File: src/rtl/dmem_run_controller.sv
// Data-memory port owner and run sequencer: arbitrates MemoryQ between the host loader
// and the core, issues the core start pulse and times each run.
module dmem_run_controller #(
    parameter int                   reg_width      = 12,
    parameter int                   addr_width     = 12,
    parameter int                   cnt_width      = 24,
    parameter logic [cnt_width-1:0] timeout_cycles = 24'd1000000,
    parameter int                   mem_latency    = 1
) (
    input  logic                  clk,
    input  logic                  reset,
    input  logic                  host_load_req,
    input  logic                  host_run,
    input  logic [addr_width-1:0] host_addr,
    input  logic [reg_width-1:0]  host_wdata,
    input  logic                  host_wren,
    input  logic                  host_rd_req,
    output logic [reg_width-1:0]  host_rdata,
    output logic                  host_rvalid,
    output logic                  host_reject,
    input  logic [addr_width-1:0] core_addr,
    input  logic [reg_width-1:0]  core_wdata,
    input  logic                  core_wren,
    input  logic                  core_done,
    output logic                  core_start,
    output logic                  core_hold,
    output logic [addr_width-1:0] mem_addr,
    output logic [reg_width-1:0]  mem_data,
    output logic                  mem_wren,
    input  logic [reg_width-1:0]  mem_q,
    output logic [1:0]            state,
    output logic [cnt_width-1:0]  cycle_count,
    output logic                  timeout
);

    typedef enum logic [1:0] {
        IDLE = 2'd0,
        LOAD = 2'd1,
        RUN  = 2'd2,
        DONE = 2'd3
    } state_t;

    localparam logic [cnt_width-1:0] timeout_last = timeout_cycles - cnt_width'(1);

    state_t                 state_q, state_d;
    logic                   core_start_q, core_start_d;
    logic                   core_hold_q, core_hold_d;
    logic                   timeout_q, timeout_d;
    logic [cnt_width-1:0]   cycle_count_q, cycle_count_d;
    logic                   host_rvalid_q, host_rvalid_d;
    logic                   host_reject_q, host_reject_d;
    logic [reg_width-1:0]   host_rdata_q, host_rdata_d;
    logic [mem_latency-1:0] rd_pipe_q, rd_pipe_d;
    logic                   rd_accept;

    // NOTE: every signal gets a default before the case so no path can infer a latch.
    always_comb begin
        state_d       = state_q;
        timeout_d     = timeout_q;
        cycle_count_d = cycle_count_q;

        unique case (state_q)
            IDLE, DONE: begin
                if (host_run) begin
                    state_d = RUN;
                end else if (host_load_req) begin
                    state_d = LOAD;
                end
            end
            LOAD: begin
                if (host_run) begin
                    state_d = RUN;
                end
            end
            RUN: begin
                if (core_done) begin
                    state_d   = DONE;
                    timeout_d = 1'b0;
                end else if (cycle_count_q == timeout_last) begin
                    state_d   = DONE;
                    timeout_d = 1'b1;
                end else if (cycle_count_q != '1) begin
                    cycle_count_d = cycle_count_q + cnt_width'(1);
                end
            end
        endcase

        if (state_d == RUN && state_q != RUN) begin
            cycle_count_d = '0;
            timeout_d     = 1'b0;
        end

        core_start_d = (state_d == RUN) && (state_q != RUN);
        core_hold_d  = (state_d != RUN);
    end

    // Reads issued before a RUN entry keep flowing through the pipe; the memory already
    // captured their address, so mem_q is still the right word when the pipe drains.
    always_comb begin
        rd_accept     = (state_q != RUN) && host_rd_req && !host_wren;
        rd_pipe_d     = (rd_pipe_q << 1) | mem_latency'(rd_accept);
        host_rvalid_d = rd_pipe_q[mem_latency-1];
        host_rdata_d  = host_rvalid_d ? mem_q : host_rdata_q;
        host_reject_d = (state_q == RUN) ? (host_wren || host_rd_req)
                                         : (host_wren && host_rd_req);
    end

    always_comb begin
        if (state_q == RUN) begin
            mem_addr = core_addr;
            mem_data = core_wdata;
            mem_wren = core_wren;
        end else begin
            mem_addr = host_addr;
            mem_data = host_wdata;
            mem_wren = host_wren && !reset;
        end
    end

    // NOTE: sequential state uses non-blocking assignments so every flop samples pre-edge values.
    always_ff @(posedge clk or posedge reset) begin
        if (reset) begin
            state_q       <= IDLE;
            core_start_q  <= 1'b0;
            core_hold_q   <= 1'b1;
            timeout_q     <= 1'b0;
            cycle_count_q <= '0;
            host_rvalid_q <= 1'b0;
            host_reject_q <= 1'b0;
            host_rdata_q  <= '0;
            rd_pipe_q     <= '0;
        end else begin
            state_q       <= state_d;
            core_start_q  <= core_start_d;
            core_hold_q   <= core_hold_d;
            timeout_q     <= timeout_d;
            cycle_count_q <= cycle_count_d;
            host_rvalid_q <= host_rvalid_d;
            host_reject_q <= host_reject_d;
            host_rdata_q  <= host_rdata_d;
            rd_pipe_q     <= rd_pipe_d;
        end
    end

    assign state       = state_q;
    assign core_start  = core_start_q;
    assign core_hold   = core_hold_q;
    assign timeout     = timeout_q;
    assign cycle_count = cycle_count_q;
    assign host_rvalid = host_rvalid_q;
    assign host_reject = host_reject_q;
    assign host_rdata  = host_rdata_q;

endmodule
File: config.mk
export PLATFORM = sky130hd
export DESIGN_NAME = dmem_run_controller
export DESIGN_NICKNAME = d
export VERILOG_FILES = /design/src/rtl/dmem_run_controller.sv
export SDC_FILE = /design/constraint.sdc
export NUM_CORES = 1
export LEC_CHECK = 0
export BUFFER_PORTS_ARGS = -buffer_cell sky130_fd_sc_hd__buf_2
export CAP_MARGIN = 20
export CELL_PAD_IN_SITES_DETAIL_PLACEMENT = 0
export CELL_PAD_IN_SITES_GLOBAL_PLACEMENT = 1
export CORE_ASPECT_RATIO = 0.5
export CORE_MARGIN = 4
export CORE_UTILIZATION = 33
export CTS_CLUSTER_DIAMETER = 120
export DETAILED_ROUTE_END_ITERATION = 10
export PLACE_DENSITY_LB_ADDON = 0.1
export SLEW_MARGIN = 20
export SYNTH_ARGS = -nofsm -noshare
export SYNTH_HDL_FRONTEND = slang
export SYNTH_SLANG_ARGS = --single-unit
File: constraint.sdc
create_clock -name clk -period 2.2 [get_ports clk]
set_input_delay 0.11 -clock clk [delete_from_list [all_inputs] [get_ports clk]]
set_output_delay 0.11 -clock clk [all_outputs]
set_load 0.02 [all_outputs]
==> results of run 1 <==
==> where the power goes <==
part           leakage (nW)  total (mW)  internal (mW)  switching (mW)
Sequential            0.575        1.12           1.00           0.116
Clock                0.0657       0.709          0.412           0.298
Combinational          1.21        2.05          0.824            1.23
==> worst min path at each step <==
stage	slack, ps	endpoint	startpoint
2_1_floorplan	180	host_rvalid_d	host_wren
3_3_place_gp	100	cycle_count[23]	reset
3_5_place_dp	110	cycle_count[22]	reset
4_1_cts	50	timeout	core_done
5_1_grt	50	host_rvalid_d	host_wren
6_report	50	timeout	core_done
==> worst max-delay path, cell delays in order (launching register included) <==
cell and delay (ps):
dfrtp_1 390, ha_1 240, and4_1 230, nand2_2 120, o311ai_2 140, buf_4 190, or4_1 540, mux2i_1 140
==> per-layer routing <==
metal | global-route usage | share of wire | wire [um]
met4 | 0.0415 | 0.0037 | 30
met5 | 0 | 0 | 0
met2 | 0.299 | 0.48 | 3910
met3 | 0.0504 | 0.088 | 721
met1 | 0.216 | 0.43 | 3540
==> area by class of cell <==
cell class | instances | area, um^2
clock inverter | 2 | 12.5
tap | 108 | 135
clock buffer | 5 | 125
timing repair buffer | 167 | 918
multi-input combinational | 182 | 1400
inverter | 6 | 22.5
sequential | 44 | 1100
fill | 680 | 3740
==> timing repair <==
action | CTS | global route
hold buffers | 1 | 0
buffers inserted | 0 | 0
hold endpoints to repair | 12 | 0
gates resized for setup | 2 | 3
pin swaps | 1 | 2
endpoints found under the setup margin | 9 | 12
==> sequential cells by signal (all words and copies together) (netlist names) <==
| signal | cells |
|---|---|
| core_start | 1 |
| host_rdata | 12 |
| state | 2 |
| core_hold | 1 |
| timeout | 1 |
| host_rvalid | 1 |
| host_rvalid_d | 1 |
| host_reject | 1 |
| cycle_count | 24 |
==> layout by cell type, fill, tap and decap left out, drive strengths merged, types with 2 or more instances in the layout <==
cell	instances
o31ai	9
and3	7
a221o	5
nor2	6
o21ai	7
nand2	20
mux2i	3
inv	5
clkbuf	5
or3	5
nor4	8
o311ai	2
nor3	5
o211ai	2
buf	166
and4	3
clkinv	2
a21oi	11
nor4b	2
nand3	13
and2	3
dfrtp	43
mux2	37
xnor2	2
nand4	8
or4	6
ha	3
==> cell families after synthesis <==
group           after synthesis  share of synthesized area
compound gates               46                      0.135
xor+xnor                      2                    0.00680
fa+ha+maj                     4                     0.0185
buf+inv                      19                     0.0359
flops                        44                      0.428
mux                          40                      0.173
simple gates                 90                      0.203
==> through the flow <==
stage	area (um^2)	TNS [ps]	worst slack, ps	utilization	power (mW)
after floorplan	2580	0	26.4	-	2.48
after global placement	3550	-597	-106	0.476	3.16
after detailed placement	3550	-1040	-180	0.476	3.20
after CTS	3710	0	22.7	0.497	3.92
after global routing	3720	-1.51	-1.51	0.499	4.11
final	3720	0	98.1	0.499	3.88
==> flow_summary_export.csv, run 1 <==
group,metric,value,unit
critical_path,critPathArrivalTime,2270,ps
logic_synthesis,yosys_warnings,0,
clock_network,cts_tree,"built",
critical_path,timing.rr.start,"cycle_count[0]",
timing,final.hold.worst_slack,50.8,ps
drt,drtIter0Drc,215,
drt,postRouteAntennaNets,0,
status,status,"completed",
global_routing,grtUsageTotal,0.174,
logic_synthesis,synth.top_cells.by_area,"dfrtp_1 (42%), mux2_2 (16%), nand2_1 (2.9%), o31ai_1 (2.6%), nand3_1 (2.5%)",
timing,max_clock_freq,0.476,GHz
cells_and_area,flow.area_growth_from_synthesis,44.4,%
timing,setup_viol_count_final,0,
clock_network,clk_pin_slew,60,ps
power,power-per-cell-area,1040,nW/um^2
cells_and_area,insertedDiodeCount,0,
clock_network,inserted_clock_buffers,5,
critical_path,rr_worst_depth,7,
worst_hold_path,hold_path_depth,2,
placement,dp_hpwl,6.49,mm
logic_synthesis,synth_top_cell_by_area,"dfrtp_1",
drt,drt_first_pass_iters,4,
logic_synthesis,synth.ff_latch_count,44,
clock_network,htree_levels,2,
logic_synthesis,share_of_flip_flops_with_an_asynchronous_set_or_reset,1.00,
worst_hold_path,worst_hold_path_type,"in -> reg",
logic_synthesis,cell_area_synth,2580,um^2
critical_path,rrSetupSlack,100,ps
floorplanning,ioPinCount,136,
power,vdd_ir_drop_max,500,uV
critical_path,reg2reg_to,"cycle_count[5]",
timing,max_slew_margin,0.649,
logic_synthesis,synthesis.nets,316,
logic_synthesis,count_of_flip_flops_with_a_built_in_enable_after_synthesis,0,
critical_path,setup.worst_path.end,"cycle_count[5]",
critical_path,crit_required,2370,ps
logic_synthesis,synth_top_flop_cell,"dfrtp_1",
clock_network,worst_skew_pair.late_latency,280,ps
logic_synthesis,netlist_instances,245,
floorplanning,num_rows,22,
logic_synthesis,synth_top_cell_area_share,0.418,
timing,final_hold_viol_count,0,
placement,total_of_buffers_placed_on_input_and_output_ports,135,
clock_network,clock_tree.buffer_depth,2,
logic_synthesis,post_synth_most_frequent_cells,"dfrtp_1 (43), mux2_2 (37), nand2_1 (20)",
global_routing,grt_pass1_vias,2690,
logic_synthesis,synth.most_common_cell,"dfrtp_1",
drt,drcViolationCount,0,
power,power.leakage,1.85,nW
logic_synthesis,syn-mean-instance-area,10.5,um^2
placement,gpl.final_weighted_congestion,0.859,
critical_path,worst-setup-path-type,"reg -> reg",
global_routing,gr_overflow_total,0,
critical_path,end_kind,"register",
timing,timing_max_transition_violations_final,0,
global_routing,grt_start_max_net_pins,28,
timing,worst_clock_skew,6.52,ps
floorplanning,dieHeight,70.5,um
job,max-cap-violations,0,
timing,layout_worst_path_cycle_share,0.955,
critical_path,start_kind,"register",
timing,worst_slew_pin_slew,524,ps
cells_and_area,fin_nets,477,
drt,route.detailed.vias_per_inst,5.14,
global_routing,wire_length_of_the_first_global_routing_pass,13.2,mm
placement,dp_cells,506,
timing,final_period_minus_worst_setup_slack,2100,ps
drt,detail_route.wirelength,8.20,mm
critical_path,worst_setup_path_startpoint,"cycle_count[0]",
floorplanning,placeableCoreArea,7460,um^2
critical_path,crit_fanout,6,
clock_network,tritoncts_num_sinks,44,
drt,detail_route.wl_per_cell,16.0,um
cells_and_area,finalNonFillerCells,514,
floorplanning,total_die_area,9370,um^2
drt,route.vias.total,2642,
logic_synthesis,synth_seq_area_share,0.428,
cells_and_area,drive_gt1_frac,0.549,
clock_network,clock_tree.root_cell,"clkbuf_16",
floorplanning,die_width,133,um
global_routing,initial_antenna_violation_count,0,
floorplanning,initial_core_util,0.345,
logic_synthesis,yosys.cell_types.count,50,
No activity file was read; power rests on OpenSTA's default activity.
==> run 2, diff against run 1 <==
PLACE_DENSITY = 0.9   (was default)
PLACE_DENSITY_LB_ADDON = default   (was 0.1)
==> run 2 against run 1 <==
  * Clock power increased by 7.9%
  * Core utilization decreased by 0.13 points
  * Sequential cell count unchanged
  * Worst hold slack got worse by 19 ps
  * Largest cell class unchanged
  * Largest power group unchanged
==> flow_summary_export.csv, run 2 (synthesis results as in run 1) <==
group,metric,value,unit
clock_network,clock_tree.root_cell,"clkbuf_16",
clock_network,worst_skew_pair.late_latency,290,ps
placement,gpl.final_weighted_congestion,0.821,
clock_network,inserted_clock_buffers,5,
power,total_switching_power,1.63,mW
cells_and_area,layout.cells.most_common,"buf_2",
critical_path,end_kind,"register",
timing,layout_worst_path_cycle_share,0.948,
status,status,"completed",
cells_and_area,flow.area_growth_from_synthesis,44.0,%
clock_network,cts_tree,"built",
timing,final_hold_viol_count,0,
cells_and_area,drive_gt1_frac,0.545,
global_routing,wire_length_of_the_first_global_routing_pass,11.9,mm
cells_and_area,fin_nets,474,
timing,worst_clock_skew,5.65,ps
placement,dp_hpwl,5.86,mm
drt,detail_route.wl_per_cell,15.0,um
drt,postRouteAntennaNets,0,
drt,drtIter0Drc,203,
placement,total_of_buffers_placed_on_input_and_output_ports,135,
timing,final.setup.tns,0,ps
drt,drt_first_pass_iters,4,
drt,route.detailed.vias_per_inst,5.00,
clock_network,clock_tree.buffer_depth,2,
floorplanning,placeableCoreArea,7460,um^2
cells_and_area,fin_area,3710,um^2
power,power-per-cell-area,1050,nW/um^2
critical_path,crit_fanout,9,
clock_network,post_cts.repair.setup_buffers,0,
cells_and_area,insertedDiodeCount,0,
drt,route.vias.total,2562,
timing,setup_viol_count_final,0,
global_routing,grt_pass1_vias,2400,
power,vdd_ir_drop_max,503,uV
power,clkPwrFrac,0.197,
floorplanning,initial_core_util,0.345,
worst_hold_path,worst_hold_path_type,"in -> async",
cells_and_area,largest_reg_flops,24,
critical_path,crit_required,2370,ps
timing,final.hold.worst_slack,32.0,ps
placement,dp_cells,503,
critical_path,critPathArrivalTime,2260,ps
global_routing,gr_overflow_total,0,
power,cellInternalPower,2.25,mW
job,max-cap-violations,0,
global_routing,initial_antenna_violation_count,0,
floorplanning,num_rows,22,
timing,final_period_minus_worst_setup_slack,2090,ps
cells_and_area,area.sequential,1100,um^2
cells_and_area,layout_common_cells,"buf_2 (135), dfrtp_1 (43), mux2_2 (37)",
power,swShare,0.421,
global_routing,grtUsageTotal,0.155,
drt,drcViolationCount,0,
cells_and_area,fillerInstances,715,
clock_network,tritoncts_num_sinks,44,
critical_path,worst-setup-path-type,"reg -> reg",
floorplanning,total_die_area,9370,um^2
cells_and_area,multi_input_comb_area,1400,um^2
power,power.leakage,1.85,nW
floorplanning,dieHeight,70.5,um
power,power_frac_comb,0.516,
floorplanning,ioPinCount,136,
drt,detail_route.wirelength,7.67,mm
placement,dpl_cell_area,3530,um^2
timing,max_clock_freq,0.479,GHz
timing,max_slew_margin,0.375,
power,power_frac_seq,0.287,
timing,timing_max_transition_violations_final,0,
cells_and_area,finalNonFillerCells,512,
clock_network,clk_pin_slew,70,ps
clock_network,htree_levels,2,
timing,worst_slew_pin_slew,937,ps
critical_path,start_kind,"register",
floorplanning,die_width,133,um
global_routing,grt_start_max_net_pins,45,
-- run 2: cell count changes in the layout (fill, tap and decap cells not counted), sizes merged --
cell / delta
clkinv: -1
inv: +3
clkinvlp: -1
buf: -3
-- run 2: layout make-up --
cell class	instances	share of cell area
Multi-Input combinational cell	182	0.377
Sequential cell	44	0.297
Timing Repair Buffer	164	0.242
Tap cell	108	0.0364
Clock buffer	5	0.0337
Clock inverter	3	0.00708
Inverter	6	0.00607
-- run 2: per-stage QoR --
step	power (mW)	util	worst slack (ps)
after floorplan	2.48	-	26.4
after detailed placement	3.13	0.473	-27.6
after global placement	3.11	0.473	39.8
after global routing	4.10	0.497	-7.47
after CTS	3.90	0.495	41.7
final	3.88	0.497	114
-- run 2: worst paths after layout --
path / slack [ps] / from / end / cells after the start
max: 110 / cycle_count[0] / cycle_count[8] / 7
min: 30 / reset / host_rdata[10] / 2
max reg2reg: 110 / cycle_count[0] / cycle_count[8] / 7
min reg2reg: 500 / host_rdata[5] / host_rdata[5] / 1
max in group asynchronous: 1580 / reset / cycle_count[10] / 2
min in group clk: 30 / core_done / timeout / 2
-- run 2: critical path, cell delays in order, from the launching register on --
cell	delay, ps
dfrtp_1	360
ha_1	200
and4_1	230
nand2_1	100
buf_4	160
o311a_2	470
and3_1	200
a211o_1	260
-- run 2: repair_timing --
item,in CTS,in global routing
endpoints found under the hold margin,1,0
hold buffers,1,0
endpoints found under the setup margin,5,7
pin swaps,0,2
resized for setup,1,3
-- run 2: layer usage --
layer	vias up	track usage	wire length (um)
li1	1259	-	-
met1	1219	0.200	3240
met2	76	0.270	3920
met3	8	0.0252	443
met4	0	0.0392	65
met5	-	0	0
-- run 2: power groups by stage --
stage	combinational [mW]	sequential [mW]	clock (mW)
CTS	2.01	1.12	0.775
floorplan	1.13	1.35	0
detailed placement	2.00	1.13	0
global route	2.14	1.15	0.814
global placement	1.99	1.12	0
finish	2.00	1.11	0.765
